===== config.mk =====
export PLATFORM = sky130hd
export DESIGN_NAME = muldiv_seq_flat
export DESIGN_NICKNAME = d
export VERILOG_FILES = /design/src/rtl/muldiv_seq_if.sv /design/src/rtl/muldiv_seq.sv /design/src/flat_wrapper.sv
export SDC_FILE = /design/constraint.sdc
export NUM_CORES = 1
export LEC_CHECK = 0
export CAP_MARGIN = 20
export CORE_MARGIN = 2
export CORE_UTILIZATION = 25
export CTS_BUF_LIST = sky130_fd_sc_hd__clkbuf_16
export DETAILED_ROUTE_END_ITERATION = 8
export SYNTH_ARGS = -nofsm -noshare
export SYNTH_HDL_FRONTEND = slang
export SYNTH_SLANG_ARGS = --single-unit
export TNS_END_PERCENT = 50

===== constraint.sdc =====
create_clock -name clk -period 4.2 [get_ports clk]
set_clock_uncertainty 0.1 [all_clocks]
set_input_delay 0.84 -clock clk [delete_from_list [all_inputs] [get_ports clk]]
set_output_delay 0.84 -clock clk [all_outputs]
set_load 0.03 [all_outputs]

===== src/rtl/muldiv_seq_if.sv =====
// Handshake and operand bus between the execute-stage control unit and the multi-cycle MUL/DIV sequencer.
// master drives requests and flush; slave returns status and the registered result.
interface muldiv_seq_if #(
    parameter int WIDTH = 32
);
    logic             start;
    logic [1:0]       op;
    logic [WIDTH-1:0] a;
    logic [WIDTH-1:0] b;
    logic             flush;
    logic             ready;
    logic             busy;
    logic             done;
    logic [WIDTH-1:0] result;
    logic             div_by_zero;

    modport master (
        output start, op, a, b, flush,
        input  ready, busy, done, result, div_by_zero
    );

    modport slave (
        input  start, op, a, b, flush,
        output ready, busy, done, result, div_by_zero
    );
endinterface


===== src/rtl/muldiv_seq.sv =====
// Shift-add multiplier / restoring divider (MUL, UDIV, SDIV), one iteration per cycle.
// Latency WIDTH+3 cycles from accepted start to done; start is taken only in IDLE or DONE, flush aborts.
module muldiv_seq #(
    parameter int WIDTH = 32
) (
    input  logic         clk,
    input  logic         reset,
    muldiv_seq_if.slave  bus
);
    localparam int CW = $clog2(WIDTH);

    localparam logic [2:0] S_IDLE  = 3'd0;
    localparam logic [2:0] S_PREP  = 3'd1;
    localparam logic [2:0] S_RUN   = 3'd2;
    localparam logic [2:0] S_FIXUP = 3'd3;
    localparam logic [2:0] S_DONE  = 3'd4;

    localparam logic [1:0] OP_UDIV = 2'b01;
    localparam logic [1:0] OP_SDIV = 2'b10;

    logic [2:0]       r_state;
    logic [1:0]       r_op;
    logic [WIDTH-1:0] r_x;       // multiplier -> product low half, or dividend -> quotient
    logic [WIDTH-1:0] r_y;       // multiplicand, or divisor magnitude
    logic [WIDTH-1:0] r_acc;     // product high half, or partial remainder
    logic             r_neg;
    logic             r_bzero;
    logic [CW-1:0]    r_count;
    logic [WIDTH-1:0] r_result;
    logic             r_dz;

    logic             w_ready;
    logic             w_is_div;
    logic [WIDTH:0]   w_mul_sum;
    logic [WIDTH:0]   w_rem_sh;
    logic             w_ge;
    logic [WIDTH-1:0] w_diff;
    logic [WIDTH-1:0] w_abs_x;
    logic [WIDTH-1:0] w_abs_y;

    assign w_ready  = (r_state == S_IDLE) || (r_state == S_DONE);
    assign w_is_div = (r_op == OP_UDIV) || (r_op == OP_SDIV);

    assign w_mul_sum = {1'b0, r_acc} + (r_x[0] ? {1'b0, r_y} : {(WIDTH+1){1'b0}});

    // Remainder shifted left needs WIDTH+1 bits so a 2^(WIDTH-1) magnitude never overflows.
    assign w_rem_sh = {r_acc, r_x[WIDTH-1]};
    assign w_ge     = w_rem_sh >= {1'b0, r_y};
    assign w_diff   = w_rem_sh[WIDTH-1:0] - r_y;

    assign w_abs_x = r_x[WIDTH-1] ? -r_x : r_x;
    assign w_abs_y = r_y[WIDTH-1] ? -r_y : r_y;

    always_ff @(posedge clk) begin
        if (reset) begin
            r_state  <= S_IDLE;
            r_op     <= 2'b00;
            r_x      <= '0;
            r_y      <= '0;
            r_acc    <= '0;
            r_neg    <= 1'b0;
            r_bzero  <= 1'b0;
            r_count  <= '0;
            r_result <= '0;
            r_dz     <= 1'b0;
        end else if (bus.flush) begin
            r_state <= S_IDLE;
        end else begin
            case (r_state)
                S_IDLE, S_DONE: begin
                    if (bus.start) begin
                        r_op    <= bus.op;
                        r_x     <= bus.a;
                        r_y     <= bus.b;
                        r_state <= S_PREP;
                    end else begin
                        r_state <= S_IDLE;
                    end
                end
                S_PREP: begin
                    if (r_op == OP_SDIV) begin
                        r_x <= w_abs_x;
                        r_y <= w_abs_y;
                    end
                    r_neg   <= (r_op == OP_SDIV) && (r_x[WIDTH-1] ^ r_y[WIDTH-1]);
                    r_bzero <= (r_y == '0);
                    r_acc   <= '0;
                    r_count <= '0;
                    r_state <= S_RUN;
                end
                S_RUN: begin
                    if (w_is_div) begin
                        r_acc <= w_ge ? w_diff : w_rem_sh[WIDTH-1:0];
                        r_x   <= {r_x[WIDTH-2:0], w_ge};
                    end else begin
                        r_acc <= w_mul_sum[WIDTH:1];
                        r_x   <= {w_mul_sum[0], r_x[WIDTH-1:1]};
                    end
                    r_count <= r_count + 1'b1;
                    if (r_count == CW'(WIDTH - 1)) begin
                        r_state <= S_FIXUP;
                    end
                end
                S_FIXUP: begin
                    if (w_is_div && r_bzero) begin
                        r_result <= '0;
                        r_dz     <= 1'b1;
                    end else begin
                        r_result <= r_neg ? -r_x : r_x;
                        r_dz     <= 1'b0;
                    end
                    r_state <= S_DONE;
                end
                default: r_state <= S_IDLE;
            endcase
        end
    end

    assign bus.ready       = w_ready;
    assign bus.busy        = (r_state == S_PREP) || (r_state == S_RUN) || (r_state == S_FIXUP);
    assign bus.done        = (r_state == S_DONE);
    assign bus.result      = r_result;
    assign bus.div_by_zero = r_dz;
endmodule


===== src/flat_wrapper.sv =====
// flat-port wrapper written by rule: the top's interface ports become plain ports
module muldiv_seq_flat 
#(
    parameter int WIDTH = 32
)
  (clk, reset, bus_start, bus_op, bus_a, bus_b, bus_flush, bus_ready, bus_busy, bus_done, bus_result, bus_div_by_zero);
  muldiv_seq_if #(.WIDTH(WIDTH)) bus_i ();
  input  logic clk;
  input  logic reset;
  input wire logic [$bits(bus_i.start)-1:0] bus_start;
  input wire logic [$bits(bus_i.op)-1:0] bus_op;
  input wire logic [$bits(bus_i.a)-1:0] bus_a;
  input wire logic [$bits(bus_i.b)-1:0] bus_b;
  input wire logic [$bits(bus_i.flush)-1:0] bus_flush;
  output wire logic [$bits(bus_i.ready)-1:0] bus_ready;
  output wire logic [$bits(bus_i.busy)-1:0] bus_busy;
  output wire logic [$bits(bus_i.done)-1:0] bus_done;
  output wire logic [$bits(bus_i.result)-1:0] bus_result;
  output wire logic [$bits(bus_i.div_by_zero)-1:0] bus_div_by_zero;
  assign bus_i.start = bus_start;
  assign bus_i.op = bus_op;
  assign bus_i.a = bus_a;
  assign bus_i.b = bus_b;
  assign bus_i.flush = bus_flush;
  assign bus_ready = bus_i.ready;
  assign bus_busy = bus_i.busy;
  assign bus_done = bus_i.done;
  assign bus_result = bus_i.result;
  assign bus_div_by_zero = bus_i.div_by_zero;
  muldiv_seq #(.WIDTH(WIDTH)) u_core (.clk(clk), .reset(reset), .bus(bus_i));
endmodule

# Yosys cells after proc, flatten, opt, wreduce, memory -nomap -nowiden
# Cells that the tools add are included.
[classes] n_eq_ne=12 mul=0 n_div=0 mux=20 magnitude_cmp=1 shifts=0 n_bitwise=2 addsub=5 n_reduce_logical=21
[op_table] operator="2-to-1 mux 32 bit" n=12
[op_table] operator="case mux 32 bit (2 select lines)" n=2
[op_table] operator="case mux 32 bit (3 select lines)" n=1
[op_table] operator="negation 32 bit" n=2
[op_table] operator="adder 32 x 33 -> 33 bit" n=1
[op_table] operator="greater-or-equal comparator 33 x 32 -> 1 bit" n=1
[op_table] operator="logical NOT 32 bit" n=1
[op_table] operator="subtractor 32 bit" n=1
[op_table] operator="case mux 3 bit (4 select lines)" n=1
[op_table] operator="case mux 5 bit (2 select lines)" n=1
[op_table] operator="AND reduction 5 bit" n=2
[op_table] operator="inequality test 2 x 1 -> 1 bit, second input constant" n=4
[op_table] operator="AND reduction 4 bit" n=2
[op_table] operator="equality test 3 x 2 -> 1 bit, second input constant" n=2
[op_table] operator="AND reduction 2 bit" n=3
[op_table] operator="adder 5 x 1 -> 5 bit, second input constant" n=1
[op_table] operator="equality test 5 bit, second input constant" n=1
[op_table] operator="logical OR 1 bit" n=4
[op_table] operator="nonzero test 2 bit" n=2
[op_table] operator="OR reduction 2 bit" n=2
[op_table] operator="equality test 3 x 1 -> 1 bit, second input constant" n=1
[op_table] operator="equality test 3 bit, second input constant" n=1
[op_table] operator="logical NOT 3 bit" n=1
[op_table] operator="2-to-1 mux 3 bit" n=1
[op_table] operator="other kinds (9)" n=11
[totals] output_inout_bits=36 mem_bits_rw=0 mem_bits_ro=0 latch_bits=0 ff_bits=141 input_bits=70 elab_cells=73 n_memories=0

# Longest topological paths before layout
[logic_depth] ltp_word=4 depth_mapped=16 mapped_depth_nobuf=15

# Least setup slack after synthesis
# OpenSTA, ideal clock, no wires.
[synth_path] kind="reg-to-reg" from="reg u_core.r_x[5]" to="reg u_core.r_x[29]" path_buffers=1 path_slack_ps=589 setup_ps=128 required_time_ps=3972 stages_incl_launch_ff=12 synth_period_minus_slack_ps=3611 t_arrival_ps=3383 path_cell_list="dfxtp_1 -> buf_6 -> or3_4 -> or4_4 -> or3_4 -> nand2b_4 -> or4_4 -> or3_4 -> or3_4 -> a222oi_1 -> a2bb2oi_1 -> nor2_1"
[synth_via] elab_chain_cells=4
[synth_rtl] element="start: declaration" line="muldiv_seq.sv:23" source="logic [WIDTH-1:0] r_x;"
[synth_rtl] element="start signal: assignment" line="muldiv_seq.sv:73" source="r_x <= bus.a;"
[synth_rtl] element="start signal: assignment" line="muldiv_seq.sv:82" source="r_x <= w_abs_x;"
[synth_rtl] element="start signal: assignment" line="muldiv_seq.sv:94" source="r_x <= {r_x[WIDTH-2:0], w_ge};"
[synth_rtl] element="negation 32 bit" line="muldiv_seq.sv:51" source="assign w_abs_x = r_x[WIDTH-1] ? -r_x : r_x;"
[synth_rtl] element="2-to-1 mux 32 bit" line="muldiv_seq.sv:51"
[synth_rtl] element="2-to-1 mux 32 bit" line="muldiv_seq.sv:81" source="if (r_op == OP_SDIV) begin"
[synth_rtl] element="case mux 32 bit (3 select lines)" line="muldiv_seq.sv:69" source="case (r_state)"
# Every way passes these cells. The select of a mux whose other input is x is not followed.
# A chain may end at the register's enable or synchronous reset.

# Worst setup path after layout
[layout_path] from="reg u_core.r_x[0]" to="reg u_core.r_x[30]"
# The elaborated chain is that of the path after synthesis.

==> flow_summary.yaml <==
outcome:
  status: "finished clean"
routing:
  routed_wl_mm: 39.5
  drtIter0Drc: 1011
  vias_per_cell: 5.40
  drc: 0
  firstDrtPassIters: 9
  via_count: 11900
  routedWlPerCell_um: 18.0
  ant_nets: 0
setup_path:
  arrival_ns: 4.11
  cpPeakStageDelay_ns: 0.53
  critical_path_class: "flip-flop to flip-flop"
  rr_endpoint: "u_core.r_x[30]"
  timing.rr.start: "u_core.r_x[0]"
  crit_chain: "inv_1 -> buf_4 -> ha_1 -> or3b_2 -> nor2_1 -> nand4b_1 -> or3_1 -> or3_1 -> or3_1 -> a222oi_1 -> nor2_1 -> a21oi_1 -> nor2_1"
  start_kind: "flip-flop"
  path_delay_family: "simple AND/OR/NAND/NOR gates"
  cp.required_ns: 4.41
  cp_max_fo: 21
  r2r_cells: 13
  regToRegSetupSlack_ns: 0.30
  cp-end-kind: "flip-flop"
  crit_slowest_cell: "or3b_2"
  path_buf_inv: 2
synthesis:
  synth_common_cells: "nor2_1, dfxtp_1, nand2_1"
  synthDistinctLibCells: 68
  yosysTopAreaCellShare_pct: 24.9
  synth_area_um2: 11400
  ys_seq_area_share_pct: 24.9
  synth_edf_count: 0
  yosysTopAreaCell: "dfxtp_1"
  synthArstFlopShare_pct: 0
  yosys_warnings: 0
  avgSynthCellArea_um2: 7.43
  post-synth-top-count-cell: "nor2_1"
  synth_fp_nets: 1670
  syn_inst: 1528
  ys_ff_latch: 141
  synthTopCellsByArea: "dfxtp_1, nor2_1, ha_1"
  ys.flop_type: "dfxtp_1"
layout:
  fillers: 4881
  drive_gt1_share_pct: 8.02
  syn2layout_area_growth_pct: 20.5
  nNetsFinal: 1725
timing:
  max_freq_mhz: 256
  period_share_pct: 92.9
  setup_ws_ns: 0.300
  maxSlewViolCount: 0
  hold_viol_final: 0
  worstMarginPinSlew_ns: 1.11
  max_slew_margin_pct: 26.0
  rsz0062_at_grt: "no"
  fin_tns_setup_ns: 0
  fin_crit_ns: 3.90
  setup_viol: 0
global_route:
  grt_usage_pct: 16.5
  grt_use_met3_pct: 3.77
  grt_pass1_wl_mm: 62.5
  use_met2_pct: 26.3
  grt_use_met1_pct: 21.4
  grt_overflow_total: 0
  grt-busiest-layer: "met2"
  grt_max_degree: 78
  grt_pass1_vias: 11400
  antenna_found_initial: 4
power_and_ir_drop:
  power.total_w: 0.00408
  power_density_nw_per_um2: 298
  max-vdd-ir-drop_mv: 0.211
  leakage_nw: 5.28
cts:
  clkSinkCount: 141
  htreeDepth: 4
  clkSlewWorstSetupHoldPaths_ns: 0.07
  clock_path_buffers: 2
  postCtsHoldBufs: 0
  cts_tree: "built"
  cts_made_buffers: 17
  clk_latency_ns: 0.46
  cts-root-buf: "clkbuf_16"
floorplan:
  die_h_um: 217
  die_w_um: 217
  dieArea_um2: 47100
  core_region_area_um2: 45100
  std_cell_rows: 78
  initial_core_util_pct: 25.2
  num_io_pins: 106
worst_hold_path:
  min_path_cells: 2
  hold_start: "u_core.r_op[0]"
  min_to: "u_core.r_op[0]"
  hold_path.class: "flip-flop to flip-flop"
placement:
  portBuffers: 105
  gp_congestion: 0.920
  dp_hpwl_mm: 29.1
  place_ws_ns: 0.351
flow_run:
  maxCapViolations: 0
==> layer usage <==
metal  vias up  routed length, um
li1       5718                  -
met1      5667              17500
met2       404              17800
met3        79               2630
met4         6               1420
met5         -                 39
==> layout by cell type, fill, tap and decap left out, drive strengths merged, types with 11 or more instances in the layout <==
master / synthesis / final
o21ai: 109 / 109
mux2i: 24 / 24
inv: 54 / 62
a21oi: 113 / 113
a31oi: 16 / 16
a221oi: 15 / 15
nand3: 25 / 25
clkdlybuf4s50: 0 / 104
o31ai: 13 / 13
xor2: 21 / 21
xnor2: 73 / 73
clkbuf: 98 / 17
nand2: 124 / 124
or3: 27 / 27
nand4: 19 / 19
o21bai: 11 / 11
a211oi: 28 / 28
a21o: 25 / 25
a22oi: 37 / 37
nor3: 35 / 35
a222oi: 27 / 27
ha: 70 / 70
dfxtp: 141 / 141
a22o: 20 / 20
buf: 6 / 36
nor2: 236 / 236
mux2: 26 / 26
==> worst max path at each step <==
stage	from	endpoint	slack, ns	cells past startpoint
2_1_floorplan	u_core.r_x[5]	u_core.r_x[29]	0.59	11
3_3_place_gp	u_core.r_x[0]	u_core.r_acc[27]	0.43	15
3_5_place_dp	u_core.r_y[0]	u_core.r_acc[27]	0.35	15
4_1_cts	u_core.r_y[0]	u_core.r_acc[27]	0.31	15
5_1_grt	u_core.r_x[0]	u_core.r_x[30]	0.03	13
6_report	u_core.r_x[0]	u_core.r_x[30]	0.30	13
==> layout make-up <==
cell class | count | area, um2 | share of cell area (%)
clock inverter | 15 | 184 | 1.34
clock buffer | 17 | 425 | 3.11
tap | 600 | 751 | 5.49
inverter | 54 | 203 | 1.48
sequential | 141 | 2820 | 20.6
antenna | 1 | 2.50 | 0.0183
timing repair buffer | 140 | 1320 | 9.68
multi-input combinational | 1229 | 7970 | 58.2
==> worst min-delay path, cell delays in order (launching register included) <==
cell and delay, ns:
dfxtp_1 0.33, mux2i_1 0.07, nor2_1 0.07
==> through the flow <==
step | hold WS (ns) | cell area [um2] | std cells | utilization, %
floorplan | 0.352 | 11400 | 1528 | -
global placement | 0.383 | 13100 | 2164 | 29.0
detailed placement | 0.387 | 13100 | 2164 | 29.0
CTS | 0.404 | 13700 | 2196 | 30.3
global route | 0.441 | 13700 | 2196 | 30.3
finish | 0.399 | 13700 | 2197 | 30.3
==> state kept, by name, summed over array words and instances (netlist names) <==
register and cells:
u_core.r_acc 32, u_core.bus.result 32, u_core.r_x 32, u_core.bus.div_by_zero 1, u_core.r_neg 1, u_core.r_y 32
u_core.r_count 5, u_core.r_state 3, u_core.r_op 2, u_core.r_bzero 1
==> report_power, final <==
group          internal (W)  total (W)  switching (W)
Sequential          0.00138    0.00144      0.0000601
Clock              0.000945    0.00162       0.000678
Combinational      0.000417    0.00102       0.000604
Total               0.00274    0.00408        0.00134
==> cells by family (layout without fill, tap and decap cells) <==
kind of cell,after synthesis,count (layout),share of synthesized area [%]
flops,141,141,24.9
mux,50,50,4.69
simple gates,530,530,21.4
fa+ha+maj,72,72,8.07
buf+inv,158,226,5.32
compound gates,483,483,28.4
other cells,0,1,0
xor+xnor,94,94,7.25
==> repair_timing <==
item	CTS	global route
hold endpoints to repair	0	0
gates resized for setup	0	2
endpoints found under the setup margin	0	4
buffers inserted	0	0
No activity file was read; power rests on OpenSTA's default activity.
==> RTL edit 1: new RTL, same settings <==
Reset style: asynchronous (`reset`), changed in one clocked block.
--- a/src/rtl/muldiv_seq.sv
+++ b/src/rtl/muldiv_seq.sv
@@ -51,7 +51,7 @@
     assign w_abs_x = r_x[WIDTH-1] ? -r_x : r_x;
     assign w_abs_y = r_y[WIDTH-1] ? -r_y : r_y;
 
-    always_ff @(posedge clk) begin
+    always_ff @(posedge clk or posedge reset) begin
         if (reset) begin
             r_state  <= S_IDLE;
             r_op     <= 2'b00;
Behaviour: differs if reset is asserted again (counterexample within 4 cycles, from zero or initial values and one cycle with reset high); with reset held inactive, the same outputs for 4 cycles.
==> RTL edit 1 against the original RTL <==
  * Synthesized area is 3.0% higher
  * Cell area is 3.3% higher
  * Wire length is 1.5% lower
  * Setup slack worse by 0.050 ns
  * Sequential cell count stayed put
  * Final cell count is 2.2% lower
  * Synthesized cell count is 4.9% lower
  * Fmax is 1.3% lower
  * Global-route usage is 0.64 points lower
Power is not compared: it rests on default switching activity, and its combinational part moved more than twofold at a synthesized area within 25%.
==> RTL edit 1: results (changes against the original RTL) <==
Logic synthesis:
- The proportion of synthesized flip-flops having asynchronous set or reset was 100% (+100 points).
- The dominant synthesized flop cell is sky130_fd_sc_hd__dfrtp_1.
- The post-synthesis net count is 1595 (-4.5%).
- In the post-synthesis netlist, the biggest area contributors are sky130_fd_sc_hd__dfrtp_1 30%, sky130_fd_sc_hd__o21ai_0 8.0%, sky130_fd_sc_hd__ha_1 7.5%.
- The part of the Yosys area used for sequential elements is 30.2% (+5.3 points).
- By count the netlist is led by 188 x sky130_fd_sc_hd__o21ai_0, 150 x sky130_fd_sc_hd__nand2_1, 141 x sky130_fd_sc_hd__dfrtp_1.
- The count of unique library cells instantiated by Yosys is 82 (+21%).

STA:
- The headroom to the max-slew limit came to 40.8% (+15 points).
- The final-layout worst hold slack was 0.376 ns (-0.0236 ns).

Setup path:
- The worst-case register-to-register setup slack is 0.25 ns (-0.05 ns).
- In this run the critical register-to-register path is launched from u_core.r_x[0].
- The endpoint of the worst-slack reg-to-reg timing path is u_core.r_acc[28].
- The arrival time reported for the critical path endpoint is 4.19 ns (+0.08 ns).
- Among cell families on the critical path, the largest total delay comes from compound AO/OA/AOI/OAI gates.
- On the critical path, the stage with the largest delay is an instance of sky130_fd_sc_hd__a2111oi_2.

Layout:
- The growth of design area from synthesis to finish is 20.9%.
- The non-clock inverter count in the final layout is 58 (+7.4%).
- The total area of multi-input combinational cells is 0.00761 sq mm (-4.5%).
- The non-clock buffering overhead in the final layout is 10.1% (+0.38 points).
- The final cell count without fillers is 2149 (-2.2%).
- The net count of the finished layout is 1671 (-3.1%).
- The total number of sequential cells is 141 (unchanged).
- The number of multi-input combinational cells in the layout is 1167 (-5.0%).
- The share of final-layout standard cells stronger than drive strength 1 is 8.50% (+0.48 points).
- The clock distribution area overhead in the final layout came to 4.16% (-0.29 points).
- The count of plain and timing-repair buffers is 144 (+2.9%).
- The filler cell count in the final layout is 4926 (+0.92%).
- The total inserted antenna cells was 1 (unchanged).

Placed design:
- The total cell area at the placement stage is 0.0135 sq mm (+3.4%).
- The pre-CTS setup slack was 0.227 ns (-0.124 ns).
- The placer congestion estimate is 0.920 (about the same).
- The HPWL after detailed placement came to 28100 um (-3.3%).

Run status:
- The run finished with clean final reports.

Global route:
- The global-route wire length before repair is 60500 um (-3.2%).
- The via count of the first global-routing pass is 10900 (-4.9%).
- The pin count of the biggest net entering global routing was 60 (-23%).
- The total routing usage reported by global routing is 15.9% (-0.64 points).

Clock tree:
- The count of H-tree levels built during CTS is 4 (unchanged).

Die:
- The die outline width came to 220 um (+1.5%).

Hold path:
- The startpoint of the worst hold path is u_core.bus.result[9].
- The sink of the worst hold path is u_core.bus.result[9].

Routing:
- The final routed wirelength across all metal layers is 38900 um (-1.5%).
- The number of DRC markers after the initial detailed-route iteration was 1269 (+26%).
- The via count came to 11600 (-2.5%).
==> RTL edit 1: logic make-up (layout without fill, tap and decap cells) <==
logic type               Yosys count  in the layout  synth area share (%)
AND/OR/NAND/NOR                  450            450                  18.4
adder cells (fa/ha/maj)           72             72                  7.83
multiplexers                      53             53                  4.83
buffers and inverters            145            233                  4.96
flip-flops                       141            141                  30.2
other                              0              1                     0
AO/OA/AOI/OAI                    518            518                  28.3
XOR/XNOR                          74             74                  5.54
==> RTL edit 1: repair_timing <==
| item | CTS | global route |
|---|---|---|
| endpoints found under the setup margin | 0 | 2 |
| hold buffers | 0 | 0 |
| resized for setup | 0 | 1 |
==> RTL edit 1: per-layer routing <==
| layer | global-route usage [%] | part of all wire (%) | vias up |
|---|---|---|---|
| met5 | 0 | 0.049 | - |
| li1 | - | - | 5524 |
| met3 | 2.85 | 6.7 | 75 |
| met4 | 6.00 | 2.9 | 4 |
| met1 | 21.9 | 46 | 5550 |
| met2 | 24.7 | 44 | 425 |
==> RTL edit 2: new RTL, same settings <==
Without the edit above. `WIDTH` is set to 32 in 3 places; all go to 64.
--- a/src/rtl/muldiv_seq_if.sv
+++ b/src/rtl/muldiv_seq_if.sv
@@ -1,7 +1,7 @@
 // Handshake and operand bus between the execute-stage control unit and the multi-cycle MUL/DIV sequencer.
 // master drives requests and flush; slave returns status and the registered result.
 interface muldiv_seq_if #(
-    parameter int WIDTH = 32
+    parameter int WIDTH = 64
 );
     logic             start;
     logic [1:0]       op;
--- a/src/rtl/muldiv_seq.sv
+++ b/src/rtl/muldiv_seq.sv
@@ -1,7 +1,7 @@
 // Shift-add multiplier / restoring divider (MUL, UDIV, SDIV), one iteration per cycle.
 // Latency WIDTH+3 cycles from accepted start to done; start is taken only in IDLE or DONE, flush aborts.
 module muldiv_seq #(
-    parameter int WIDTH = 32
+    parameter int WIDTH = 64
 ) (
     input  logic         clk,
     input  logic         reset,
--- a/src/flat_wrapper.sv
+++ b/src/flat_wrapper.sv
@@ -1,7 +1,7 @@
 // flat-port wrapper written by rule: the top's interface ports become plain ports
 module muldiv_seq_flat 
 #(
-    parameter int WIDTH = 32
+    parameter int WIDTH = 64
 )
   (clk, reset, bus_start, bus_op, bus_a, bus_b, bus_flush, bus_ready, bus_busy, bus_done, bus_result, bus_div_by_zero);
   muldiv_seq_if #(.WIDTH(WIDTH)) bus_i ();
Ports: changed (resized bus_a, bus_b and bus_result); port bits go from 106 to 202. The function was not compared with the original's and may differ.
==> RTL edit 2 against the original RTL <==
  * Total power rose by 95%
  * Via count rose by 120%
  * Combinational power rose by 99%
  * Wire length rose by 150%
  * Utilization rose by 0.48 points
  * Sequential share of layout area fell by 1.8 points
  * Synthesized cell count rose by 120%
  * Worst hold slack got worse by 0.050 ns
  * Cell area rose by 110%
  * Setup slack got worse by 0.11 ns
  * Sequential cell count rose by 129
  * Synthesized area rose by 110%
  * Critical path type unchanged
==> RTL edit 2: results (changes against the original RTL) <==
Layout:
- The total area of multi-input combinational cells was 0.0169 sq mm (+110%).
- The post-layout utilization of the core is 30.8% (+0.48 points).
- The share of final-layout standard cells stronger than drive strength 1 was 8.71% (+0.69 points).
- The count of plain and timing-repair buffers is 365 (+160%).
- The non-clock inverter count in the final layout is 93 (+72%).

Setup path:
- In this run the critical register-to-register path is launched from u_core.r_y[32].
- The endpoint identified for the worst register-to-register timing path is u_core.r_acc[59].
- The arrival time reported for the critical path endpoint is 4.44 ns (+0.33 ns).

Global route:
- The fraction of met3 tracks used by global routing is 4.06% (+0.29 points).
- The global routing usage on met2 is 31.6% (+5.3 points).

Hold path:
- The sink of the worst hold path is u_core.bus.result[57].
- The startpoint of the worst hold path is u_core.bus.result[57].

Routing:
- The met3 routed wirelength is 7970 um (+200%).
- The routed length on met1 was 43300 um (+150%).
- The via count was 25900 (+120%).
- The wire length per cell is 20.4 um (+14%).

Clock tree:
- The clock sink count is 270 (+91%).

STA:
- The worst setup slack after layout is 0.185 ns (-0.115 ns).

Power:
- The combinational share of power is 25.6% (+0.6 points).
- The static leakage power is 11.4 nW (+120%).

Run status:
- The run finished with clean final reports.

Placed design:
- The pre-CTS setup slack is 0.0657 ns (-0.285 ns).
- The HPWL after detailed placement came to 71900 um (+150%).
- The placer congestion estimate is 0.959 (+4.2%).

Logic synthesis:
- The synthesized instance count is 3329 (+120%).
- The synthesized-area fraction occupied by adder cells is 7.27% (-0.80 points).
- In the post-synthesis netlist, the biggest area contributors are sky130_fd_sc_hd__dfxtp_1 23%, sky130_fd_sc_hd__nor2_1 7.8%, sky130_fd_sc_hd__ha_1 7.1%.
-- RTL edit 2: what timing repair did --
item                       in CTS  in global routing
setup endpoints to repair       0                 55
hold endpoints to repair        0                  0
setup buffers                   0                  1
resized for setup               0                 17
-- RTL edit 2: worst max-delay path: stages (launching register included) --
cell	delay [ns]
sky130_fd_sc_hd__dfxtp_1	0.41
sky130_fd_sc_hd__inv_1	0.15
sky130_fd_sc_hd__ha_1	0.46
sky130_fd_sc_hd__a211oi_1	0.12
sky130_fd_sc_hd__o21bai_1	0.28
sky130_fd_sc_hd__o211ai_1	0.19
sky130_fd_sc_hd__or4_1	0.42
sky130_fd_sc_hd__a22o_1	0.24
sky130_fd_sc_hd__a2111oi_1	0.46
sky130_fd_sc_hd__buf_4	0.20
sky130_fd_sc_hd__or2_2	0.12
sky130_fd_sc_hd__a21oi_1	0.09
sky130_fd_sc_hd__a2111oi_1	0.52
sky130_fd_sc_hd__a221o_1	0.20
